===== src/rtl/pads_out_pkg.sv =====
// Shared definitions for the output-pad controller: channel modes,
// register addresses and the CH_CTRL field layout.
package pads_out_pkg;

    // Per-channel output source; MODE_RSVD is stored but acts as pass-through.
    typedef enum logic [1:0] {
        MODE_PASS  = 2'd0,
        MODE_FORCE = 2'd1,
        MODE_PWM   = 2'd2,
        MODE_RSVD  = 2'd3
    } mode_e;

    localparam int unsigned ADDR_W        = 5;
    localparam int unsigned DATA_W        = 32;

    localparam int unsigned ADDR_PRESCALE = 0;
    localparam int unsigned CH_BASE       = 1;

    // CH_CTRL layout
    localparam int unsigned MODE_LSB      = 0;
    localparam int unsigned MODE_W        = 2;
    localparam int unsigned FORCE_BIT     = 2;
    localparam int unsigned DUTY_LSB      = 8;

endpackage


===== src/rtl/pads_pwm_timebase.sv =====
// Shared PWM timebase: a prescaler counting 0..i_prescale that advances
// the PWM counter once per wrap. i_clr restarts both counters.
// Ports:
//   clk, rst     - clock, synchronous active-high reset
//   i_clr        - clear prescaler and PWM counter on this edge
//   i_prescale   - prescaler terminal count
//   o_pwm_cnt    - free-running PWM counter (wraps at 2^PWM_W)
module pads_pwm_timebase
    import pads_out_pkg::*;
#(
    parameter int unsigned PRESCALE_W = 16,
    parameter int unsigned PWM_W      = 8
) (
    input  logic                  clk,
    input  logic                  rst,
    input  logic                  i_clr,
    input  logic [PRESCALE_W-1:0] i_prescale,
    output logic [PWM_W-1:0]      o_pwm_cnt
);

    logic [PRESCALE_W-1:0] r_pre;
    logic                  w_tick;

    // i_prescale only changes together with i_clr, so r_pre never passes it.
    assign w_tick = (r_pre == i_prescale);

    always_ff @(posedge clk) begin
        if (rst || i_clr) begin
            r_pre     <= '0;
            o_pwm_cnt <= '0;
        end else if (w_tick) begin
            r_pre     <= '0;
            o_pwm_cnt <= o_pwm_cnt + PWM_W'(1);
        end else begin
            r_pre     <= r_pre + PRESCALE_W'(1);
        end
    end

endmodule


===== src/rtl/pads_out_ctrl.sv =====
// Registered output-pad controller. Each channel drives its pad from the
// core (pass-through), a static force value, or a PWM comparator against a
// shared timebase. Pads sit at SAFE_VAL until boot_done is high.
// Ports:
//   clk, rst            - clock, synchronous active-high reset
//   boot_done           - pads leave SAFE_VAL only while high
//   core_out            - functional values from the core
//   cfg_we/re/addr      - register port strobes and address
//   cfg_wdata/cfg_rdata - register write data / registered read data
//   pad_o               - flopped values to the pad cells
module pads_out_ctrl
    import pads_out_pkg::*;
#(
    parameter int unsigned       NUM_CH     = 9,
    parameter int unsigned       PWM_W      = 8,
    parameter int unsigned       PRESCALE_W = 16,
    parameter logic [NUM_CH-1:0] SAFE_VAL   = '0
) (
    input  logic              clk,
    input  logic              rst,
    input  logic              boot_done,
    input  logic [NUM_CH-1:0] core_out,
    input  logic              cfg_we,
    input  logic              cfg_re,
    input  logic [ADDR_W-1:0] cfg_addr,
    input  logic [DATA_W-1:0] cfg_wdata,
    output logic [DATA_W-1:0] cfg_rdata,
    output logic [NUM_CH-1:0] pad_o
);

    logic [PRESCALE_W-1:0] r_prescale;
    mode_e                 r_mode [NUM_CH];
    logic [NUM_CH-1:0]     r_force;
    logic [PWM_W-1:0]      r_duty [NUM_CH];

    logic                  w_prescale_we;
    logic [PWM_W-1:0]      w_pwm_cnt;
    logic [NUM_CH-1:0]     w_next;
    logic [DATA_W-1:0]     w_rdata;
    logic                  w_unused_wdata;

    // Not every write-data bit maps to a register field.
    assign w_unused_wdata = ^cfg_wdata;

    assign w_prescale_we = cfg_we && (cfg_addr == ADDR_W'(ADDR_PRESCALE));

    // Timebase restarts whenever PRESCALE is written.
    pads_pwm_timebase #(
        .PRESCALE_W (PRESCALE_W),
        .PWM_W      (PWM_W)
    ) u_timebase (
        .clk        (clk),
        .rst        (rst),
        .i_clr      (w_prescale_we),
        .i_prescale (r_prescale),
        .o_pwm_cnt  (w_pwm_cnt)
    );

    // Configuration registers; out-of-map addresses are ignored.
    always_ff @(posedge clk) begin
        if (rst) begin
            r_prescale <= '0;
            r_force    <= '0;
            for (int i = 0; i < int'(NUM_CH); i++) begin
                r_mode[i] <= MODE_PASS;
                r_duty[i] <= '0;
            end
        end else begin
            if (w_prescale_we) begin
                r_prescale <= cfg_wdata[PRESCALE_W-1:0];
            end
            for (int i = 0; i < int'(NUM_CH); i++) begin
                if (cfg_we && (cfg_addr == ADDR_W'(CH_BASE + i))) begin
                    r_mode[i]  <= mode_e'(cfg_wdata[MODE_LSB +: MODE_W]);
                    r_force[i] <= cfg_wdata[FORCE_BIT];
                    r_duty[i]  <= cfg_wdata[DUTY_LSB +: PWM_W];
                end
            end
        end
    end

    // Read mux over the current (pre-write) register contents.
    always_comb begin
        w_rdata = '0;
        if (cfg_addr == ADDR_W'(ADDR_PRESCALE)) begin
            w_rdata[PRESCALE_W-1:0] = r_prescale;
        end
        for (int i = 0; i < int'(NUM_CH); i++) begin
            if (cfg_addr == ADDR_W'(CH_BASE + i)) begin
                w_rdata[MODE_LSB +: MODE_W] = r_mode[i];
                w_rdata[FORCE_BIT]          = r_force[i];
                w_rdata[DUTY_LSB +: PWM_W]  = r_duty[i];
            end
        end
    end

    always_ff @(posedge clk) begin
        if (rst) begin
            cfg_rdata <= '0;
        end else if (cfg_re) begin
            cfg_rdata <= w_rdata;
        end
    end

    // Per-channel source select; reserved mode falls through to the core.
    for (genvar g = 0; g < int'(NUM_CH); g++) begin : g_ch
        assign w_next[g] = (r_mode[g] == MODE_FORCE) ? r_force[g] :
                           (r_mode[g] == MODE_PWM)   ? (w_pwm_cnt < r_duty[g]) :
                                                       core_out[g];
    end

    always_ff @(posedge clk) begin
        if (rst || !boot_done) begin
            pad_o <= SAFE_VAL;
        end else begin
            pad_o <= w_next;
        end
    end

endmodule

===== config.mk =====
export PLATFORM = sky130hd
export DESIGN_NAME = pads_out_ctrl
export DESIGN_NICKNAME = d
export VERILOG_FILES = /design/src/rtl/pads_out_pkg.sv /design/src/rtl/pads_pwm_timebase.sv /design/src/rtl/pads_out_ctrl.sv
export SDC_FILE = /design/constraint.sdc
export NUM_CORES = 1
export LEC_CHECK = 0
export ABC_CLOCK_PERIOD_IN_PS = 5700
export BUFFER_PORTS_ARGS = -buffer_cell sky130_fd_sc_hd__buf_4
export CORE_ASPECT_RATIO = 1.75
export CORE_MARGIN = 2
export CORE_UTILIZATION = 40
export DETAILED_ROUTE_END_ITERATION = 6
export SLEW_MARGIN = 20
export SYNTH_ARGS = -nofsm -noshare
export SYNTH_HDL_FRONTEND = slang
export SYNTH_HIERARCHICAL = 1
export SYNTH_SLANG_ARGS = --single-unit

===== constraint.sdc =====
create_clock -name clk -period 5.7 [get_ports clk]
set_input_delay 0 -clock clk [delete_from_list [all_inputs] [get_ports clk]]
set_output_delay 0 -clock clk [all_outputs]
set_load 0.03 [all_outputs]

==> results by group <==
Status
  • Status: complete, but fails checks
  • Violations in the final reports: DRC

Floorplanning
  • Area of the die: ~23,000 sq um
  • Die width: 116 microns
  • Core area: 21,500 sq um
  • Die Height: 199 microns
  • Number of placed I/O pins: slightly above 90
  • Starting density of the core: 0.406
  • Number of rows in the core area: between 70 and 80

Final layout
  • Net count reported at finish: about 1,100
  • Post-layout instance area: 10,200 sq um
  • Count of fill cells added during filler insertion: between 2,000 and 2,500
  • Ant. Diodes: 0
  • Multi-input combinational cell area: a little over 4000 sq um
  • Layout cell share with drive strength beyond 1: 0.124
  • Area added between synthesis and finish: 16.9%
  • Area of all sequential standard cells: roughly 4200 sq um

Route
  • Final routed DRC violation total: 7
  • WL final: around 24 mm
  • Wire length per cell: between 15 and 20 microns
  • Routed vias/inst: approximately 5.4
  • Count of routing violations after the opening detailed-route iteration: 411
  • Antenna viol nets, final: 0
  • First-pass DRT Iterations: 7
  • Number of vias after detailed routing: 6,883

Clock tree
  • CTS tree: yes
  • Post-CTS setup buffer count: 0
  • CTS buffer count: 17
  • Number of clock sinks: approximately 160
  • Hold-fix buffer count after cts: 23
  • Clock-pin slew reported for the worst setup and hold paths after clock tree synthesis: roughly 0.060 ns
  • Count of H-tree levels built during CTS: 4
  • Maximum clock insertion buffer count: 2
  • Number of gates resized after cts: 0
  • Cell at the root of the clock tree: sky130_fd_sc_hd__clkbuf_16
  • Insertion delay to the later sink of the worst-skew pair: roughly 0.44 ns

Logic synthesis
  • Proportion of synthesized flip-flops having asynchronous set or reset: 0
  • Synth warn: 6
  • Cell count after synthesis: roughly 900
  • Post-Synthesis Mean Instance Area: 9.78 sq um
  • Library cells used by synthesis: 58
  • Most used flip-flop cell after synthesis: sky130_fd_sc_hd__edfxtp_1
  • Number of enable flip-flop cells after synthesis: 90
  • Sequential fraction of the synthesis area: 0.479
  • Netlist area before placement: between 8000 and 9000 sq um
  • Synth Register Bits: ~160

GRT
  • GR Util met3: 0.0352
  • Met2 global-route usage: 0.423
  • Antenna violations before repair: 0
  • Global routing usage on met1: 0.226
  • Global-route wire length before repair: 37.3 mm
  • Busiest layer in global routing: met2
  • Largest net degree at the start of global routing: 46
  • Global-route usage over all layers: 0.220
  • GRT overflow: 0
  • Number of global-route vias before repair: about 7,000

Pwr
  • Peak supply drop: around 0.21 mV
  • Switching part of the total: 0.257
  • Part of the total power dissipated in the clock network: 0.409
  • Portion of total power attributed to combinational logic: 0.115
  • Sequential power share: 0.476
  • Power density relative to cell area: between 200 and 300 nW/um^2
  • Sw Pwr: 0.739 mW
  • Internal portion of total power: about 2.1 mW
  • Lkg Pwr: between 4 and 5 nW

STA
  • Final critical-path setup slack: approximately 2.7 ns
  • Post-Route Setup TNS: 0 ns
  • Setup clock skew after layout: approximately 0.0085 ns
  • Worst-Margin Slew: between 1 and 1.5 ns
  • Total count of max-transition violations in the final report: 0
  • Hold slack final: about 0.0074 ns
  • Peak Freq: 0.339 GHz
  • Share of the clock period used by the worst path: 0.518
  • Final worst path period need: just under 3 ns
  • RSZ-0062 raised after global routing: no
  • Final hold violation count: 0
  • Final setup violation count: 0
  • Relative slew slack: 0.263

Place
  • Detailed Place HPWL: roughly 18 mm
  • Post-Place Cell Area: 9370 sq um
  • Setup Slack @ Placement: roughly 2.3 ns
  • Count of port buffers added during placement: a little under 60
  • GPL Wtd Cong: roughly 0.86

Critical path
  • Critical path capture point type: flip-flop
  • Longest individual stage delay on the worst path: just over 0.8 ns
  • Type of the setup path with the least slack: in -> reg
  • Worst Path Max Fanout: 18
  • Critical Path Source Type: input pin
  • Slowest cell on crit path: sky130_fd_sc_hd__nand3_1
  • Req. time, crit path: about 6 ns
  • WP data arrival: 3.25 ns
  • Cell with the most instances on the worst path: sky130_fd_sc_hd__nor2_1
  • Cells traversed along the worst timing path: buf_4 -> nor2_1 -> nand3_1 -> clkinv_1 -> nor2_1 -> nand2_1 -> nor2_1

Job
  • Count of maximum capacitance violations: 0

Hold path
  • Type of the worst min-delay path: in -> reg
critical path, delay by kind of cell:
kind | cells | cell delay (ns)
buf+inv | 2 | 0.82
simple gates | 5 | 2.40
logic make-up (layout without fill, tap and decap cells):
kind of cell,count (synthesis),in the layout,synth area share
AOI/OAI and AO/OA,214,214,0.153
buffers and inverters,116,187,0.0592
DFF,164,164,0.479
adders and majority gates,65,65,0.0932
and+or+nand+nor,280,280,0.158
xor gates and xnor gates,31,31,0.0311
other,1,16,0.000430
muxes,21,21,0.0260
cells in the mapped netlist, types with 2 or more instances:
master                      instances  area [sq um]
sky130_fd_sc_hd__a211oi_1           8          60.1
sky130_fd_sc_hd__a21o_1             9          67.6
sky130_fd_sc_hd__a21oi_1           68           340
sky130_fd_sc_hd__a222oi_1           3          30.0
sky130_fd_sc_hd__a22o_1             5          43.8
sky130_fd_sc_hd__a22oi_1           11          82.6
sky130_fd_sc_hd__a2bb2oi_1          3          26.3
sky130_fd_sc_hd__a31o_2             2          17.5
sky130_fd_sc_hd__a32oi_1            8          70.1
sky130_fd_sc_hd__and2_1            15          93.8
sky130_fd_sc_hd__and3_1             4          25.0
sky130_fd_sc_hd__and4_1             3          26.3
sky130_fd_sc_hd__buf_2             10          50.1
sky130_fd_sc_hd__buf_4             16           120
sky130_fd_sc_hd__clkbuf_1          19          71.3
sky130_fd_sc_hd__dfxtp_1           74          1480
sky130_fd_sc_hd__edfxtp_1          90          2700
sky130_fd_sc_hd__ha_1              65           813
sky130_fd_sc_hd__inv_1             67           251
sky130_fd_sc_hd__mux2_2            13           146
sky130_fd_sc_hd__mux2i_1            8          80.1
sky130_fd_sc_hd__nand2_1           81           304
sky130_fd_sc_hd__nand2b_1          17           106
sky130_fd_sc_hd__nand3_1           33           165
sky130_fd_sc_hd__nand4_1            9          56.3
sky130_fd_sc_hd__nor2_1            73           274
sky130_fd_sc_hd__nor2b_1           14          87.6
sky130_fd_sc_hd__nor3_1             7          35.0
sky130_fd_sc_hd__nor3b_1            2          15.0
sky130_fd_sc_hd__nor4_1             2          12.5
sky130_fd_sc_hd__nor4_2             3          37.5
sky130_fd_sc_hd__o2111ai_1          7          61.3
sky130_fd_sc_hd__o211ai_1           4          30.0
sky130_fd_sc_hd__o21a_1             3          22.5
sky130_fd_sc_hd__o21ai_0           68           340
sky130_fd_sc_hd__o221ai_1           9          78.8
sky130_fd_sc_hd__o22ai_1            2          12.5
sky130_fd_sc_hd__or2_2              5          31.3
sky130_fd_sc_hd__or3_1              4          25.0
sky130_fd_sc_hd__xnor2_1           10          87.6
sky130_fd_sc_hd__xor2_1            21           184
flip-flops by register name (all words and copies together) (netlist names):
register              flops
r_duty                   72
r_mode                   18
cfg_rdata                16
r_prescale               16
u_timebase/r_pre         16
pad_o                     9
r_force                   9
u_timebase/o_pwm_cnt      8
layout by cell type, fill, tap and decap left out, drive strengths merged, types with 23 or more instances in the layout:
cell,n
nor2,73
nand2,81
o21ai,68
a21oi,68
dlygate4sd3,23
ha,65
buf,64
inv,68
edfxtp,90
dfxtp,74
nand3,33
power groups by stage:
stage	combinational (mW)	sequential, mW	clock, mW
final	0.330	1.37	1.17
after global routing	0.365	1.37	1.24
after CTS	0.333	1.37	1.19
after detailed placement	0.320	1.39	0
after global placement	0.314	1.39	0
after floorplan	0.210	1.38	0
final cells by class:
| cell class | count | share of cell area |
|---|---|---|
| clock inverter | 11 | 0.0121 |
| clock buffer | 21 | 0.0473 |
| sequential | 164 | 0.410 |
| tap | 292 | 0.0358 |
| timing repair buffer | 87 | 0.0696 |
| inverter | 68 | 0.0250 |
| multi-input combinational | 627 | 0.400 |
stage by stage:
| stage | total power, mW | cells | utilization |
|---|---|---|---|
| after floorplan | 1.59 | 907 | - |
| after global placement | 1.71 | 1215 | 0.436 |
| after detailed placement | 1.71 | 1215 | 0.436 |
| after CTS | 2.89 | 1270 | 0.475 |
| after global routing | 2.97 | 1270 | 0.475 |
| final | 2.87 | 1270 | 0.475 |
worst paths after layout:
| check | startpoint | endpoint | slack, ns | depth (start not counted) |
|---|---|---|---|---|
| worst max-delay path | cfg_addr[1] | u_timebase/r_pre[7] | 2.75 | 7 |
| worst min-delay path | core_out[1] | pad_o[1] | 0.007 | 5 |
| worst max register to register | u_timebase/r_pre[12] | u_timebase/r_pre[7] | 3.34 | 5 |
| worst min register to register | cfg_rdata[15] | cfg_rdata[15] | 0.46 | 2 |
routing by layer:
layer,vias to the layer above,share of wire
met2,197,0.56
met1,3319,0.37
met4,0,0.040
met5,-,0
li1,3311,-
met3,56,0.035
Power figures use the tool's default switching activity.
